$ cat config.mk
export PLATFORM = sky130hd
export DESIGN_NAME = mem_wb_elastic_regs
export DESIGN_NICKNAME = d
export VERILOG_FILES = /design/src/rtl/mem_wb_elastic_regs.sv
export SDC_FILE = /design/constraint.sdc
export NUM_CORES = 1
export LEC_CHECK = 0
export CAP_MARGIN = 25
export CORE_MARGIN = 8
export CORE_UTILIZATION = 51
export DETAILED_ROUTE_END_ITERATION = 12
export PLACE_DENSITY = 0.83
export SYNTH_ARGS = -nofsm -noshare
export SYNTH_HDL_FRONTEND = slang
export SYNTH_SLANG_ARGS = --single-unit
$ cat constraint.sdc
create_clock -name clk -period 4.4 [get_ports clk]
set_input_delay 0.66 -clock clk [delete_from_list [all_inputs] [get_ports clk]]
set_output_delay 0.66 -clock clk [all_outputs]
set_load 0.02 [all_outputs]
$ cat src/rtl/mem_wb_elastic_regs.sv
// mem_wb_elastic_regs: MEM/WB pipeline register with a valid/ready handshake,
// a two-entry skid buffer (head + skid), flush, x0 write suppression and a
// retired-write counter. The writeback mux is resolved at capture time.
// Optional feature: define MEM_WB_FWD_EN to add a combinational forwarding
// port (fwd_src_id / fwd_hit / fwd_data) over the buffered entries.
//
// Handshake: a transfer happens on a rising edge where valid && ready are
// both high. in_ready depends only on the stored count and reset. out_valid
// depends only on the stored count. Once out_valid is high, the head stays
// stable until it is consumed or flushed.
module mem_wb_elastic_regs #(
  parameter int DATA_WIDTH   = 64,
  parameter int REG_ID_WIDTH = 5,
  parameter int COUNT_WIDTH  = 32
) (
  input  logic                    clk,
  input  logic                    reset,
  input  logic                    flush,
  input  logic                    in_valid,
  output logic                    in_ready,
  input  logic [DATA_WIDTH-1:0]   alu_in,
  input  logic [DATA_WIDTH-1:0]   mem_data_in,
  input  logic [REG_ID_WIDTH-1:0] dest_in,
  input  logic [1:0]              wb_control_in,
  output logic                    out_valid,
  input  logic                    out_ready,
  output logic [DATA_WIDTH-1:0]   wb_data_out,
  output logic [REG_ID_WIDTH-1:0] dest_out,
  output logic                    reg_write_out,
`ifdef MEM_WB_FWD_EN
  input  logic [REG_ID_WIDTH-1:0] fwd_src_id,
  output logic                    fwd_hit,
  output logic [DATA_WIDTH-1:0]   fwd_data,
`endif
  output logic [COUNT_WIDTH-1:0]  retire_count
);

  // The occupancy count is the FSM state: EMPTY (0), ONE (1), FULL (2).
  typedef enum logic [1:0] {
    S_EMPTY = 2'd0,
    S_ONE   = 2'd1,
    S_FULL  = 2'd2
  } state_t;

  state_t                  state_q, state_d;
  logic [DATA_WIDTH-1:0]   head_data_q, head_data_d;
  logic [REG_ID_WIDTH-1:0] head_dest_q, head_dest_d;
  logic                    head_rw_q, head_rw_d;
  logic [DATA_WIDTH-1:0]   skid_data_q, skid_data_d;
  logic [REG_ID_WIDTH-1:0] skid_dest_q, skid_dest_d;
  logic                    skid_rw_q, skid_rw_d;
  logic [COUNT_WIDTH-1:0]  retire_q, retire_d;

  logic                    head_valid;
  logic                    accept;
  logic                    consume;
  logic [DATA_WIDTH-1:0]   cap_data;
  logic                    cap_rw;

  assign head_valid = (state_q != S_EMPTY);
  assign in_ready   = !reset && (state_q != S_FULL);
  assign accept     = in_valid && in_ready;
  assign consume    = head_valid && out_ready;

  // Resolve the writeback mux and x0 suppression on the way in.
  always_comb begin
    cap_data = wb_control_in[0] ? mem_data_in : alu_in;
    cap_rw   = wb_control_in[1] && (dest_in != '0);
  end

  // State register: occupancy, both entries and the retire counter.
  always_ff @(posedge clk) begin
    if (reset) begin
      state_q     <= S_EMPTY;
      head_data_q <= '0;
      head_dest_q <= '0;
      head_rw_q   <= 1'b0;
      skid_data_q <= '0;
      skid_dest_q <= '0;
      skid_rw_q   <= 1'b0;
      retire_q    <= '0;
    end else begin
      state_q     <= state_d;
      head_data_q <= head_data_d;
      head_dest_q <= head_dest_d;
      head_rw_q   <= head_rw_d;
      skid_data_q <= skid_data_d;
      skid_dest_q <= skid_dest_d;
      skid_rw_q   <= skid_rw_d;
      retire_q    <= retire_d;
    end
  end

  // Next-state logic: FIFO ordering of head/skid; flush empties the buffer
  // and drops a same-cycle accept (entry data may linger but is masked).
  always_comb begin
    state_d     = state_q;
    head_data_d = head_data_q;
    head_dest_d = head_dest_q;
    head_rw_d   = head_rw_q;
    skid_data_d = skid_data_q;
    skid_dest_d = skid_dest_q;
    skid_rw_d   = skid_rw_q;
    case (state_q)
      S_EMPTY: begin
        if (accept) begin
          head_data_d = cap_data;
          head_dest_d = dest_in;
          head_rw_d   = cap_rw;
          state_d     = S_ONE;
        end
      end
      S_ONE: begin
        if (accept && consume) begin
          head_data_d = cap_data;
          head_dest_d = dest_in;
          head_rw_d   = cap_rw;
        end else if (accept) begin
          skid_data_d = cap_data;
          skid_dest_d = dest_in;
          skid_rw_d   = cap_rw;
          state_d     = S_FULL;
        end else if (consume) begin
          state_d = S_EMPTY;
        end
      end
      S_FULL: begin
        if (consume) begin
          head_data_d = skid_data_q;
          head_dest_d = skid_dest_q;
          head_rw_d   = skid_rw_q;
          state_d     = S_ONE;
        end
      end
      default: state_d = S_EMPTY;
    endcase
    if (flush) begin
      state_d = S_EMPTY;
    end
  end

  // Retire counter: a consumed head with a write enable counts, even on flush.
  always_comb begin
    retire_d = retire_q;
    if (consume && head_rw_q) begin
      retire_d = retire_q + {{(COUNT_WIDTH-1){1'b0}}, 1'b1};
    end
  end

  // Output logic: head fields, forced to zero while empty.
  always_comb begin
    out_valid     = head_valid;
    wb_data_out   = head_valid ? head_data_q : '0;
    dest_out      = head_valid ? head_dest_q : '0;
    reg_write_out = head_valid && head_rw_q;
    retire_count  = retire_q;
  end

`ifdef MEM_WB_FWD_EN
  // Forwarding lookup: the younger skid entry takes priority over the head.
  always_comb begin
    fwd_hit  = 1'b0;
    fwd_data = '0;
    if (fwd_src_id != '0) begin
      if ((state_q == S_FULL) && skid_rw_q && (skid_dest_q == fwd_src_id)) begin
        fwd_hit  = 1'b1;
        fwd_data = skid_data_q;
      end else if (head_valid && head_rw_q && (head_dest_q == fwd_src_id)) begin
        fwd_hit  = 1'b1;
        fwd_data = head_data_q;
      end
    end
  end
`endif

endmodule
# ---- Yosys cells after proc, flatten, opt, wreduce, memory -nomap -nowiden
# Index checks and enable logic that the tools add are counted.
# W data, S select, Z words.
dict set report op_classes {
  order_cmp 0
  n_bitwise 1
  reduce_logical 16
  n_shift 0
  addsub 1
  mul 0
  div 0
  mux 21
  n_eq_ne 8
}
# op n
set op_table {}
lappend op_table {{$mux W64} 5}
lappend op_table {{$pmux W64 S3} 1}
lappend op_table {{$add A32 B1 Y32 const B} 1}
lappend op_table {{$mux W5} 4}
lappend op_table {{$pmux W5 S3} 1}
lappend op_table {{$mux W2} 5}
lappend op_table {{$ne A2 B2 Y1 const B} 5}
lappend op_table {{$reduce_and A4 Y1} 2}
lappend op_table {{$logic_and A1 B1 Y1} 7}
lappend op_table {{$pmux W2 S3} 1}
lappend op_table {{$reduce_bool A5 Y1} 1}
lappend op_table {{$mux W1} 3}
lappend op_table {{$ne A3 B3 Y1 const B} 1}
lappend op_table {{$pmux W1 S3} 1}
lappend op_table {{$reduce_and A3 Y1} 1}
lappend op_table {{$reduce_bool A3 Y1} 1}
lappend op_table {{$eq A2 B1 Y1 const B} 1}
lappend op_table {{$eq A2 B2 Y1 const B} 1}
lappend op_table {{$logic_not A2 Y1} 1}
lappend op_table {{$reduce_bool A2 Y1} 1}
lappend op_table {{$reduce_or A2 Y1} 1}
lappend op_table {{$logic_not A1 Y1} 1}
lappend op_table {{$not A1 Y1} 1}
dict set report word_totals {
  latchBits 0
  memories 0
  ram_bits 0
  rom_bits 0
  reg_bits 174
  output_inout_bits 104
  input_bits 140
  elab_cells 55
}

# ---- Longest topological paths before layout
dict set report logic_depth {
  ltp_word 6
  mapped_depth 7
  mapped_depth_nobuf 5
}

# ---- Worst setup path after synthesis
# Ideal clock, no wire load.
dict set report synth_timing {
  kind {register -> output}
  startpoint {register state_q[1]}
  endpoint {output dest_out[0]}
  n_path_buf 3
  required_ns 3.740
  arrival_ns 1.639
  path_stages_with_launch 6
  setup_slack_ns 2.101
  path_cell_list {dfxtp_1 -> clkbuf_1 -> or2_2 -> clkbuf_1 -> clkbuf_1 -> and2_1}
}
dict set report synth_between {
  elab_chain_cells 2
}
# item line_no
set synth_lines {}
lappend synth_lines {{start, declared} 45} ;# state_t state_q, state_d;
lappend synth_lines {{start signal, assigned} 83} ;# state_q <= state_d;
lappend synth_lines {{$reduce_bool A2 Y1} 60} ;# assign head_valid = (state_q != S_EMPTY);
lappend synth_lines {{net out_valid} 25} ;# output logic out_valid,
lappend synth_lines {{$mux W5} 154} ;# dest_out = head_valid ? head_dest_q : '0;
lappend synth_lines {{end, declared} 28} ;# output logic [REG_ID_WIDTH-1:0] dest_out,
# The timed path passes the listed nets, and every way through them passes these cells.

# ---- Worst setup path in the final report
dict set report layout_timing {
  startpoint {register state_q[1]}
  endpoint {output wb_data_out[36]}
}
dict set report layout_between {
  elab_chain_cells 2
}
# item line_no
set layout_lines {}
lappend layout_lines {{$reduce_bool A2 Y1} 60}
lappend layout_lines {{$mux W64} 153} ;# wb_data_out = head_valid ? head_data_q : '0;
lappend layout_lines {{end, declared} 27} ;# output logic [DATA_WIDTH-1:0] wb_data_out,
# No other way between the ends.

==> results.yml <==
logic_synthesis:
  synth-async-reset-ratio_pct: 0
  ys_seq_area_share_pct: 42.84
  yosysTopAreaCell: "dfxtp_1"
  ys_types: 41
  synth.avg_cell_area_um2: 8.306
  synth_edf_count: 0
  ys_warn_count: 0
  synthFlopType: "dfxtp_1"
  synth-seq-cells: 174
  yosys-top-cells-area: "dfxtp_1 (43%), mux2i_1 (8.9%), nand2_1 (7.0%), a211oi_1 (6.0%), o211ai_1 (5.9%)"
  synth_nets: 1120
  syn_inst: 979
  yosysTopAreaCellShare_pct: 42.84
  syn-cell-area_um2: 8132
routing:
  drtPass1Iterations: 5
  met3_length_um: 1673
  drtIter0Drc: 451
  met2WireLength_um: 10760
  routed.top_layer: "met4"
  drt-met1-wl_um: 9780
  wl_per_cell_um: 16.23
  postRouteAntennaNets: 0
  drt_wl_total_um: 22510
  vias: 7553
  drcViolationCount: 0
  viasPerCell: 5.446
cts:
  ctsResizeCount: 0
  cts_setup_buffers: 0
  cts_hold_buffers: 0
  numCtsBuffers: 17
  insertion_delay_ns: 0.42
  root_buffer: "clkbuf_16"
  cts_htree_levels: 4
  path_clk_slew_ns: 0.06
  cts_sinks: 174
  clk_path_buf_depth: 2
  tritoncts: "yes"
worst_setup_path:
  ff2ff_path_depth: 4
  worstPathCellList: "or2_2 -> buf_4 -> and2_1 -> clkdlybuf4s50_1"
  crit_path_max_fanout: 71
  crit_slowest_cell: "dfxtp_1"
  crit_type: "reg2out"
  critPathLaunchType: "register"
  r2r_slack_ns: 2.00
  reg2reg_from: "state_q[1]"
  cp-end-kind: "primary output"
  critPathMaxStageDelay_ns: 0.69
  worstPathRequired_ns: 3.74
  critPathArrivalTime_ns: 2.73
  r2r-end: "retire_count[31]"
power_and_ir_drop:
  total_power_uw: 3441
  powerDensity_nw_per_um2: 309.1
  ir_drop_v: 0.0002675
  p_leak_uw: 0.003979
status:
  status: "finished clean"
timing:
  rsz0062_at_grt: "false"
  slew_headroom_pct: 30.61
  setup_viol: 0
  finalMaxSlewViolations: 0
  max_clock_freq_ghz: 0.2954
  finalSetupTns_ns: 0
  hold_violations: 0
  min_period_ns: 3.386
  worst_pin_slew_ns: 1.041
  clock_skew_ns: 0.005997
  fin_crit_sh_pct: 76.95
worst_hold_path:
  hold_end: "head_data_q[53]"
  hold_path_startpoint: "head_data_q[53]"
  hp-class: "reg2reg"
  holdPathStages: 2
layout:
  finalNetCount: 1299
  layout_commonest_cell: "clkdlybuf4s50_1"
  stdcell_area_um2: 11130
  fin_cells: 1387
  areaGrowthSynthToFinish_pct: 36.91
  mostFrequentLayoutCells: "clkdlybuf4s50_1 (241), dfxtp_1 (174), nand2_1 (152)"
  nFillCells: 1249
  drive_gt1_share_pct: 4.270
  multi_input_comb_area_um2: 4299
  fin_util_pct: 70.86
  seq_area_um2: 3483
  num_antenna_cells: 0
global_routing:
  grt_overflow: 0
  grt_pass1_wl_um: 35820
  first_global_vias: 7171
  grt.total_usage_pct: 21.73
  grt_antenna_before_repair: 0
  grt_max_degree: 94
placed_design:
  gp_congestion: 0.7834
  place_inst: 1355
  hpwl_um: 15310
  dpl_cell_area_um2: 10590
  io_buffer_count: 243
floorplan:
  core_um2: 15710
  initial_utilization_pct: 51.75
  pin_count: 244
  dieArea_um2: 20240
  die_y_um: 142.3
  rows: 46
  die-width_um: 142.3
flow_run:
  drv_cap: 0
[metrics by stage]
stage                     setup WS, ns  hold slack (ns)
after global placement           1.472           0.4331
after global routing            0.8648           0.4622
after floorplan                  2.101           0.4273
final                            1.014           0.4442
after CTS                       0.9987           0.4474
after detailed placement         1.412           0.4395
[power by group]
group          total [uW]  internal [uW]  leakage (uW)  switching, uW
clock                1390            755      0.000259            631
combinational         410            214       0.00231            196
sequential           1640           1620       0.00141           23.9
[registers in the layout, indices dropped and copies added, names as in the netlist]
| name | flops |
|---|---|
| state_q | 2 |
| skid_rw_q | 1 |
| skid_dest_q | 5 |
| retire_count | 32 |
| head_data_q | 64 |
| head_dest_q | 5 |
| head_rw_q | 1 |
| skid_data_q | 64 |
[cell type report]
| type | count | share of cell area [%] |
|---|---|---|
| inverter | 4 | 0.1349 |
| sequential | 174 | 31.29 |
| multi-input combinational | 709 | 38.62 |
| timing repair buffer | 252 | 22.63 |
| tap | 216 | 2.428 |
| clock buffer | 20 | 4.102 |
| clock inverter | 12 | 0.7979 |
[critical path, delay by kind of cell (launching register included)]
kind | cells | cell delay, ns
and+or+nand+nor | 2 | 0.43
DFF | 1 | 0.69
buffers and inverters | 2 | 1.16
[cell families after synthesis]
logic type	synth area share [%]
fa+ha+maj	0.1538
buf+inv	4.631
simple gates	21.93
flops	42.84
xor+xnor	1.077
mux	8.863
compound gates	20.51
[Yosys cell counts, types with 2 or more instances]
cell / instances
nand4_1: 8
or4_1: 22
a211oi_1: 65
o31ai_1: 19
a311oi_1: 5
xnor2_1: 8
xor2_1: 2
nand2b_1: 2
and3_1: 2
or3_1: 5
buf_1: 9
nor2_1: 89
clkbuf_1: 70
o211ai_1: 64
o21ai_1: 2
a21oi_1: 87
nor3_1: 4
and4_1: 2
mux2i_1: 72
nand3_1: 8
nor4_1: 4
and2_1: 72
buf_2: 13
nand2_1: 152
dfxtp_1: 174
inv_1: 4
[metal layers]
metal / up-vias / GRT usage (%)
li1: 3839 / -
met2: 232 / 35.77
met5: - / 0
met4: 0 / 6.557
met1: 3459 / 26.42
met3: 23 / 7.078
[how the worst max path moves through the flow]
stage / start / to / slack (ns) / cells after the start
4_1_cts: state_q[1] / wb_data_out[36] / 1.0 / 4
3_3_place_gp: out_ready / retire_count[31] / 1.47 / 5
6_report: state_q[1] / wb_data_out[36] / 1.01 / 4
2_1_floorplan: state_q[1] / dest_out[0] / 2.10 / 5
5_1_grt: state_q[1] / wb_data_out[36] / 0.86 / 4
3_5_place_dp: out_ready / retire_count[31] / 1.41 / 5
Note: power is estimated with default switching activity, not from simulation.
